<file path="src/rtl/copperv_cpu.sv">
// copperv_cpu: multi-cycle in-order RV32I core with valid/ready instruction,
// data-read and data-write buses. One bus transaction outstanding at a time.
//
// state      | meaning
// RESET      | held in reset, all handshakes idle
// FETCH      | present PC on instruction address channel
// FETCH_WAIT | wait for instruction word
// EXEC       | decode, ALU, branch/jump target, effective address
// LOAD       | present load address
// LOAD_WAIT  | wait for load data, extract lane
// STORE      | present store address/data/strobe
// STORE_WAIT | wait for any store response
// WB         | write rd, commit next PC
module copperv_cpu #(
  parameter int          BUS_WIDTH      = 32,
  parameter int          BUS_RESP_WIDTH = 1,
  parameter logic [31:0] RESET_PC       = 32'h0
) (
  input  logic                      clk,
  input  logic                      rst,
  output logic                      ir_addr_valid,
  input  logic                      ir_addr_ready,
  output logic [BUS_WIDTH-1:0]      ir_addr,
  input  logic                      ir_data_valid,
  output logic                      ir_data_ready,
  input  logic [BUS_WIDTH-1:0]      ir_data,
  output logic                      dr_addr_valid,
  input  logic                      dr_addr_ready,
  output logic [BUS_WIDTH-1:0]      dr_addr,
  input  logic                      dr_data_valid,
  output logic                      dr_data_ready,
  input  logic [BUS_WIDTH-1:0]      dr_data,
  output logic                      dw_data_addr_valid,
  input  logic                      dw_data_addr_ready,
  output logic [BUS_WIDTH-1:0]      dw_addr,
  output logic [BUS_WIDTH-1:0]      dw_data,
  output logic [BUS_WIDTH/8-1:0]    dw_strobe,
  input  logic                      dw_resp_valid,
  output logic                      dw_resp_ready,
  input  logic [BUS_RESP_WIDTH-1:0] dw_resp
);

  typedef enum logic [3:0] {
    RESET, FETCH, FETCH_WAIT, EXEC, LOAD, LOAD_WAIT, STORE, STORE_WAIT, WB
  } state_t;

  localparam logic [6:0] OP_LUI    = 7'h37;
  localparam logic [6:0] OP_AUIPC  = 7'h17;
  localparam logic [6:0] OP_JAL    = 7'h6f;
  localparam logic [6:0] OP_JALR   = 7'h67;
  localparam logic [6:0] OP_BRANCH = 7'h63;
  localparam logic [6:0] OP_LOAD   = 7'h03;
  localparam logic [6:0] OP_STORE  = 7'h23;
  localparam logic [6:0] OP_IMM    = 7'h13;
  localparam logic [6:0] OP_REG    = 7'h33;

  state_t      state, state_nxt;
  logic [31:0] pc, pc_next, pc_plus4;
  logic [31:0] instr;
  logic [31:0] result;
  logic        rd_we;
  logic [1:0]  ea_lo;

  logic [6:0]  opcode;
  logic [4:0]  rd, rs1, rs2;
  logic [2:0]  funct3;
  logic [31:0] imm_i, imm_s, imm_b, imm_u, imm_j;
  logic [31:0] rs1_val, rs2_val;

  logic [31:0] exec_result, exec_npc, ea;
  logic        exec_we, is_load, is_store, br_taken;
  logic [31:0] st_data, ld_data;
  logic [3:0]  st_strobe;
  logic [7:0]  ld_byte;
  logic [15:0] ld_half;
  logic        rf_we;

  logic unused_resp;
  assign unused_resp = ^dw_resp;

  assign opcode = instr[6:0];
  assign rd     = instr[11:7];
  assign funct3 = instr[14:12];
  assign rs1    = instr[19:15];
  assign rs2    = instr[24:20];
  assign imm_i  = {{20{instr[31]}}, instr[31:20]};
  assign imm_s  = {{20{instr[31]}}, instr[31:25], instr[11:7]};
  assign imm_b  = {{19{instr[31]}}, instr[31], instr[7], instr[30:25], instr[11:8], 1'b0};
  assign imm_u  = {instr[31:12], 12'd0};
  assign imm_j  = {{11{instr[31]}}, instr[31], instr[19:12], instr[20], instr[30:21], 1'b0};
  assign pc_plus4 = pc + 32'd4;

  // Register file; x0 is never written and always reads as zero.
  assign rf_we = (state == WB) && rd_we;
  if (1) begin : regfile
    logic [31:0] mem [0:31];
    always_ff @(posedge clk) begin
      if (rf_we && rd != 5'd0) mem[rd] <= result;
    end
    assign rs1_val = (rs1 == 5'd0) ? 32'd0 : mem[rs1];
    assign rs2_val = (rs2 == 5'd0) ? 32'd0 : mem[rs2];
  end

  function automatic logic [31:0] alu(input logic [31:0] a, input logic [31:0] b,
                                      input logic [2:0] f3, input logic sub,
                                      input logic arith);
    logic [31:0] r;
    case (f3)
      3'd0:    r = sub ? a - b : a + b;
      3'd1:    r = a << b[4:0];
      3'd2:    r = {31'd0, $signed(a) < $signed(b)};
      3'd3:    r = {31'd0, a < b};
      3'd4:    r = a ^ b;
      3'd5:    r = arith ? 32'($signed(a) >>> b[4:0]) : a >> b[4:0];
      3'd6:    r = a | b;
      default: r = a & b;
    endcase
    return r;
  endfunction

  always_comb begin
    br_taken = 1'b0;
    case (funct3)
      3'd0:    br_taken = rs1_val == rs2_val;
      3'd1:    br_taken = rs1_val != rs2_val;
      3'd4:    br_taken = $signed(rs1_val) < $signed(rs2_val);
      3'd5:    br_taken = $signed(rs1_val) >= $signed(rs2_val);
      3'd6:    br_taken = rs1_val < rs2_val;
      3'd7:    br_taken = rs1_val >= rs2_val;
      default: br_taken = 1'b0;
    endcase
  end

  // Anything not decoded here (FENCE, SYSTEM, unknown) falls through as a NOP.
  always_comb begin
    exec_result = 32'd0;
    exec_npc    = pc_plus4;
    exec_we     = 1'b0;
    is_load     = 1'b0;
    is_store    = 1'b0;
    ea          = rs1_val + imm_i;
    case (opcode)
      OP_LUI:   begin exec_result = imm_u;      exec_we = 1'b1; end
      OP_AUIPC: begin exec_result = pc + imm_u; exec_we = 1'b1; end
      OP_JAL: begin
        exec_result = pc_plus4;
        exec_npc    = pc + imm_j;
        exec_we     = 1'b1;
      end
      OP_JALR: begin
        exec_result = pc_plus4;
        exec_npc    = (rs1_val + imm_i) & ~32'd1;
        exec_we     = 1'b1;
      end
      OP_BRANCH: begin
        if (br_taken) exec_npc = pc + imm_b;
      end
      OP_LOAD: begin
        is_load = 1'b1;
        exec_we = 1'b1;
      end
      OP_STORE: begin
        is_store = 1'b1;
        ea       = rs1_val + imm_s;
      end
      OP_IMM: begin
        exec_result = alu(rs1_val, imm_i, funct3, 1'b0, instr[30]);
        exec_we     = 1'b1;
      end
      OP_REG: begin
        exec_result = alu(rs1_val, rs2_val, funct3, instr[30], instr[30]);
        exec_we     = 1'b1;
      end
      default: ;
    endcase
  end

  // Narrow stores replicate the value on every lane; strobes pick the lane.
  always_comb begin
    st_data   = rs2_val;
    st_strobe = 4'b1111;
    case (funct3[1:0])
      2'b00: begin
        st_data   = {4{rs2_val[7:0]}};
        st_strobe = 4'b0001 << ea[1:0];
      end
      2'b01: begin
        st_data   = {2{rs2_val[15:0]}};
        st_strobe = ea[1] ? 4'b1100 : 4'b0011;
      end
      default: ;
    endcase
  end

  always_comb begin
    case (ea_lo)
      2'd0:    ld_byte = dr_data[7:0];
      2'd1:    ld_byte = dr_data[15:8];
      2'd2:    ld_byte = dr_data[23:16];
      default: ld_byte = dr_data[31:24];
    endcase
    ld_half = ea_lo[1] ? dr_data[31:16] : dr_data[15:0];
    case (funct3)
      3'd0:    ld_data = {{24{ld_byte[7]}}, ld_byte};
      3'd1:    ld_data = {{16{ld_half[15]}}, ld_half};
      3'd4:    ld_data = {24'd0, ld_byte};
      3'd5:    ld_data = {16'd0, ld_half};
      default: ld_data = dr_data;
    endcase
  end

  always_ff @(posedge clk or negedge rst) begin
    if (!rst) state <= RESET;
    else      state <= state_nxt;
  end

  always_comb begin
    state_nxt          = state;
    ir_addr_valid      = 1'b0;
    ir_data_ready      = 1'b0;
    dr_addr_valid      = 1'b0;
    dr_data_ready      = 1'b0;
    dw_data_addr_valid = 1'b0;
    dw_resp_ready      = 1'b0;
    ir_addr            = '0;
    case (state)
      RESET: state_nxt = FETCH;
      FETCH: begin
        ir_addr_valid = 1'b1;
        ir_addr       = pc;
        if (ir_addr_ready) state_nxt = FETCH_WAIT;
      end
      FETCH_WAIT: begin
        ir_data_ready = 1'b1;
        if (ir_data_valid) state_nxt = EXEC;
      end
      EXEC: begin
        if (is_load)       state_nxt = LOAD;
        else if (is_store) state_nxt = STORE;
        else               state_nxt = WB;
      end
      LOAD: begin
        dr_addr_valid = 1'b1;
        if (dr_addr_ready) state_nxt = LOAD_WAIT;
      end
      LOAD_WAIT: begin
        dr_data_ready = 1'b1;
        if (dr_data_valid) state_nxt = WB;
      end
      STORE: begin
        dw_data_addr_valid = 1'b1;
        if (dw_data_addr_ready) state_nxt = STORE_WAIT;
      end
      STORE_WAIT: begin
        dw_resp_ready = 1'b1;
        if (dw_resp_valid) state_nxt = WB;
      end
      WB:      state_nxt = FETCH;
      default: state_nxt = RESET;
    endcase
  end

  // Bus payloads are captured in EXEC so they stay stable through the handshake.
  always_ff @(posedge clk or negedge rst) begin
    if (!rst) begin
      pc        <= RESET_PC;
      pc_next   <= RESET_PC;
      instr     <= 32'd0;
      result    <= 32'd0;
      rd_we     <= 1'b0;
      ea_lo     <= 2'd0;
      dr_addr   <= '0;
      dw_addr   <= '0;
      dw_data   <= '0;
      dw_strobe <= '0;
    end else begin
      if (state == FETCH_WAIT && ir_data_valid) instr <= ir_data;
      if (state == EXEC) begin
        result  <= exec_result;
        pc_next <= exec_npc;
        rd_we   <= exec_we;
        ea_lo   <= ea[1:0];
        if (is_load) dr_addr <= {ea[31:2], 2'b00};
        if (is_store) begin
          dw_addr   <= {ea[31:2], 2'b00};
          dw_data   <= st_data;
          dw_strobe <= st_strobe;
        end
      end
      if (state == LOAD_WAIT && dr_data_valid) result <= ld_data;
      if (state == WB) pc <= pc_next;
    end
  end

endmodule

</file>
<file path="config.mk">
export PLATFORM = sky130hd
export DESIGN_NAME = copperv_cpu
export DESIGN_NICKNAME = d
export VERILOG_FILES = /design/src/rtl/copperv_cpu.sv
export SDC_FILE = /design/constraint.sdc
export NUM_CORES = 2
export LEC_CHECK = 0
export CORE_AREA = 2 2 359 361
export DETAILED_ROUTE_END_ITERATION = 6
export DIE_AREA = 0 0 361 363
export DONT_BUFFER_PORTS = 1
export GPL_TIMING_DRIVEN = 0
export PLACE_DENSITY = 0.81
export SLEW_MARGIN = 15
export SYNTH_ARGS = -nofsm -noshare
export SYNTH_HDL_FRONTEND = slang
export SYNTH_SLANG_ARGS = --single-unit
</file>
<file path="constraint.sdc">
create_clock -name clk -period 8.6 [get_ports clk]
set_input_delay 0.43 -clock clk [delete_from_list [all_inputs] [get_ports clk]]
set_output_delay 0.43 -clock clk [all_outputs]
set_load 0.05 [all_outputs]
</file>
==> results of run 1 <==
synthesized netlist by cell type, types with 39 or more instances:
library cell | n | area share
inv_1 | 172 | 0.0079
edfxtp_1 | 1024 | 0.37
xor2_1 | 39 | 0.0042
a22oi_1 | 179 | 0.016
a21oi_1 | 487 | 0.030
nand2_1 | 589 | 0.027
a21o_1 | 88 | 0.0080
xnor2_1 | 134 | 0.014
nor4_1 | 40 | 0.0030
clkbuf_1 | 355 | 0.016
o31ai_1 | 46 | 0.0042
nor2b_1 | 52 | 0.0040
mux4_2 | 396 | 0.11
a211oi_1 | 93 | 0.0085
o21ai_0 | 419 | 0.026
nand3_1 | 151 | 0.0092
a31oi_1 | 68 | 0.0052
o22ai_1 | 89 | 0.0068
o221ai_1 | 56 | 0.0060
dfrtp_1 | 231 | 0.070
mux2i_1 | 463 | 0.056
o21bai_1 | 41 | 0.0038
mux2_2 | 117 | 0.016
nand4_1 | 46 | 0.0035
nor2_1 | 497 | 0.023
ha_1 | 256 | 0.039
and2_1 | 61 | 0.0046
buf_1 | 61 | 0.0028
a221oi_1 | 60 | 0.0064
buf_4 | 40 | 0.0037
a22o_1 | 42 | 0.0045
buf_2 | 84 | 0.0051
nor3_1 | 119 | 0.0073
o211ai_1 | 90 | 0.0082
o21a_1 | 50 | 0.0046
metal layers:
layer | track usage | overflow
met5 | 0.692 | 48
met4 | 0.947 | 1054
met3 | 0.865 | 359
met2 | 1.04 | 2023
met1 | 0.911 | 373
cell families after synthesis:
group,share of synthesized area
xor+xnor,0.0185
flops,0.445
compound gates,0.175
buf+inv,0.0402
mux,0.181
other cells,0.0000457
fa+ha+maj,0.0407
simple gates,0.0997
per-stage QoR:
stage,area (um2),utilization,instances,setup slack (ns),hold WS (ns)
after CTS,91600,0.721,9375,-0.00984,0.0449
after detailed placement,86400,0.680,9105,-2.11,0.139
after global placement,84300,0.663,9017,-3.96,0.139
after floorplan,82200,-,7355,2.37,0.134
repair_timing:
action | in CTS
hold endpoints to repair | 263
hold buffers | 34
resized for setup | 128
buffers inserted | 5
pin swaps | 1
endpoints found under the setup margin | 85
==> impl_metrics.ini, run 1 <==
[outcome]
status = aborted with a tool error
stop_stage = global routing
first-error = [ERROR GRT-0116] Global routing finished with congestion. Check the congestion regions in the DRC Viewer.

[global_routing]
grt_overflow = 3857
grt_first_pass_wirelength_mm = 865
grt_util_all_layers = 0.936
grt_pass1_vias = 96100
grt_max_degree = 232

[clocking]
numCtsBuffers = 130
cts_root_buf = clkbuf_16
h-tree-depth = 4
cts.sinks = 1255
clockBufferDepth = 3

[place]
place.gp.congestion = 1.30
port_buffers = 0
dpl.hpwl_mm = 355

[floorplanning]
die_w_um = 361
num_rows = 131
initial_core_util = 0.646
ios = 211
die_y_um = 363

[synth]
syn_avg_cell_area_um2 = 11.2
async_reset_ff_frac = 0.184
synth-main-ff-cell = edfxtp_1
netlist_area_mm2 = 0.0821
synth_edf_count = 1024
synth_cell_types = 109
syn_inst = 7320
seq_area_frac_synth = 0.445
ys_ff_latch = 1255
yosys_warnings = 0
==> inputs of run 2 (changes only) <==
CORE_AREA = 2 2 456 458   (was 2 2 359 361)
DIE_AREA = 0 0 458 460   (was 0 0 361 363)
PLACE_DENSITY = not set   (was 0.81)
PLACE_DENSITY_LB_ADDON = 0.15   (was not set)
==> impl_metrics.ini, run 2 <==
[worst_setup_path]
r2r-start = instr[19]
cp-end-kind = flop
cp.required_ns = 9.30
cp_data_arrival_time_ns = 9.73
critPathKind = reg2reg
reg2reg_slack_ns = -0.42
r2r-end = result[31]
critPathLaunchType = flop
reg2reg_depth = 19
critPathMaxFanout = 10

[route]
vias_per_cell = 7.42
wl_per_cell_um = 50.4
drcViolationCount = 6
routed_wl_mm = 529
vias = 77900
ant_nets = 0
drt_iter0_drc = 13900
dr.pass1.iters = 6

[final_layout]
drive_gt1_frac = 0.173
final_common_cell = edfxtp_1
mostFrequentLayoutCells = edfxtp_1, nand2_1, a21oi_1, mux2i_1, nor2_1
regMostFlops = regfile.mem
area.growth.synth_to_final_pct = 15.0
fill_cells = 19300
largest_register_ff_count = 1024
stdcell_count = 10500
final_cell_area_mm2 = 0.0944
fin_nets = 7991

[floorplanning]
initial_core_util = 0.398
die_area_mm2 = 0.211
die_w_um = 458
core_mm2 = 0.206
ios = 211
die_y_um = 460
num_rows = 167

[synth]
async_reset_ff_frac = 0.184
synth_area_leader_cell = edfxtp_1
seq_area_frac_synth = 0.445
synth_most_common_cell = edfxtp_1
synth-main-ff-cell = edfxtp_1
syn_avg_cell_area_um2 = 11.2
ys_ff_latch = 1255
synth_area_leaders = edfxtp_1, mux4_2, dfrtp_1
syn_inst = 7320
yosys_warnings = 0
synth_cell_types = 109
synthTopCellsByCount = edfxtp_1, nand2_1, nor2_1
synth.top_cell.area_share = 0.375
netlist_area_mm2 = 0.0821
synth_edf_count = 1024

[outcome]
failed_checks = DRC, slew limit, setup timing
status = finished with violations

[clocking]
h-tree-depth = 4
cts.sinks = 1255
cts_tree = done
clockBufferDepth = 3
numCtsBuffers = 142
clock_latency_ns = 0.85
clkTransAtPathRegs_ns = 0.06
cts_root_buf = clkbuf_16

[timing]
skew_ns = 0.0507
fin_ws_ns = -0.422
relSlewSlack = -0.0186
fmaxAchievable_mhz = 111
slew_violations = 2
whs_ns = 0.0816
worst_pin_slew_ns = 1.53
min_period_over_period = 1.05
rsz0062_at_grt = true
final_hold_viol_count = 0
setup_viol = 28
period_needed_ns = 9.02

[global_routing]
grt_overflow = 0
grt_max_degree = 232
grt_util_all_layers = 0.490
antenna_found_initial = 52
grt_first_pass_wirelength_mm = 688
grt_pass1_vias = 72200

[place]
dp.cells = 10200
place.gp.congestion = 1.12
place_area_mm2 = 0.0882
port_buffers = 0
dpl.hpwl_mm = 401

[flow_run]
cap_viol_max_count = 0

[min_path]
hp-start = dr_data[0]
worstHoldEndpoint = result[0]
hold_class = in2reg
hold_depth = 3
[run 2: cell counts after synthesis]
No cell type changed its count.
[run 2: per-layer routing]
metal / track usage / vias up / part of all wire
li1: - / 29300 / -
met2: 0.707 / 7099 / 0.41
met5: 0 / - / 0.00033
met1: 0.591 / 39400 / 0.35
met3: 0.157 / 2074 / 0.12
met4: 0.419 / 26 / 0.11
[run 2: repair_timing]
action | 4_1_cts | 5_1_grt
setup endpoints to repair | 108 | 43
hold buffers | 41 | 0
hold endpoints to repair | 268 | 0
pin swaps | 5 | 3
gates cloned | 0 | 0
buffers inserted | 8 | 10
resized for setup | 155 | 83
[run 2: how the worst max path moves through the flow]
stage | slack [ns] | to | cells after the start | from
3_3_place_gp | -5.27 | result[30] | 19 | instr[19]
4_1_cts | 0.02 | result[30] | 26 | instr[20]
2_1_floorplan | 2.37 | pc_next[8] | 27 | instr[20]
5_1_grt | -0.12 | pc_next[8] | 27 | instr[20]
3_5_place_dp | -2.73 | pc_next[25] | 26 | instr[21]
6_report | -0.42 | result[31] | 19 | instr[19]
[run 2: kinds of logic after synthesis]
family | Yosys count | share of synthesized area
compound gates | 2140 | 0.175
simple gates | 1759 | 0.0997
flops | 1255 | 0.445
mux | 976 | 0.181
buf+inv | 753 | 0.0402
fa+ha+maj | 263 | 0.0407
xor+xnor | 173 | 0.0185
other cells | 1 | 0.0000457
[run 2: per-stage QoR]
stage / utilization / TNS [ns] / setup WS (ns)
2_1_floorplan: - / 0 / 2.37
3_3_place_gp: 0.415 / -340.95 / -5.27
3_5_place_dp: 0.428 / -150.76 / -2.73
4_1_cts: 0.456 / 0 / 0.0178
5_1_grt: 0.458 / -0.140 / -0.116
6_report: 0.458 / -3.92 / -0.422
[run 2: area by class of cell]
cell class | instances | area [um2] | share of cell area
diodes | 40 | 100 | 0.00106
plain buffers | 555 | 2890 | 0.0306
clock buffers | 184 | 3860 | 0.0408
clock inverters | 65 | 881 | 0.00933
inverters | 185 | 716 | 0.00758
multi-input cells | 5347 | 43300 | 0.458
flip-flops and latches | 1255 | 36600 | 0.387
well taps | 2704 | 3380 | 0.0358
repair buffers | 169 | 2730 | 0.0289
[run 2: worst max-delay path: stages (launching register included)]
cell,delay (ns)
dfrtp_1,0.72
buf_2,0.39
buf_2,0.34
nand2b_1,0.44
clkbuf_2,0.82
a21oi_1,0.20
nor4_4,0.79
nand2_2,0.44
inv_1,0.52
ha_1,0.37
buf_1,0.38
nor4_1,0.54
o311ai_0,0.28
a311oi_1,0.42
a211oi_1,0.13
xnor2_2,0.58
o221ai_1,0.26
o31ai_2,0.54
a31oi_1,0.44
o21bai_1,0.28
Power of run 2 is not shown: default switching activity piles up to over one toggle a cycle in this logic, so the estimate is an artifact.
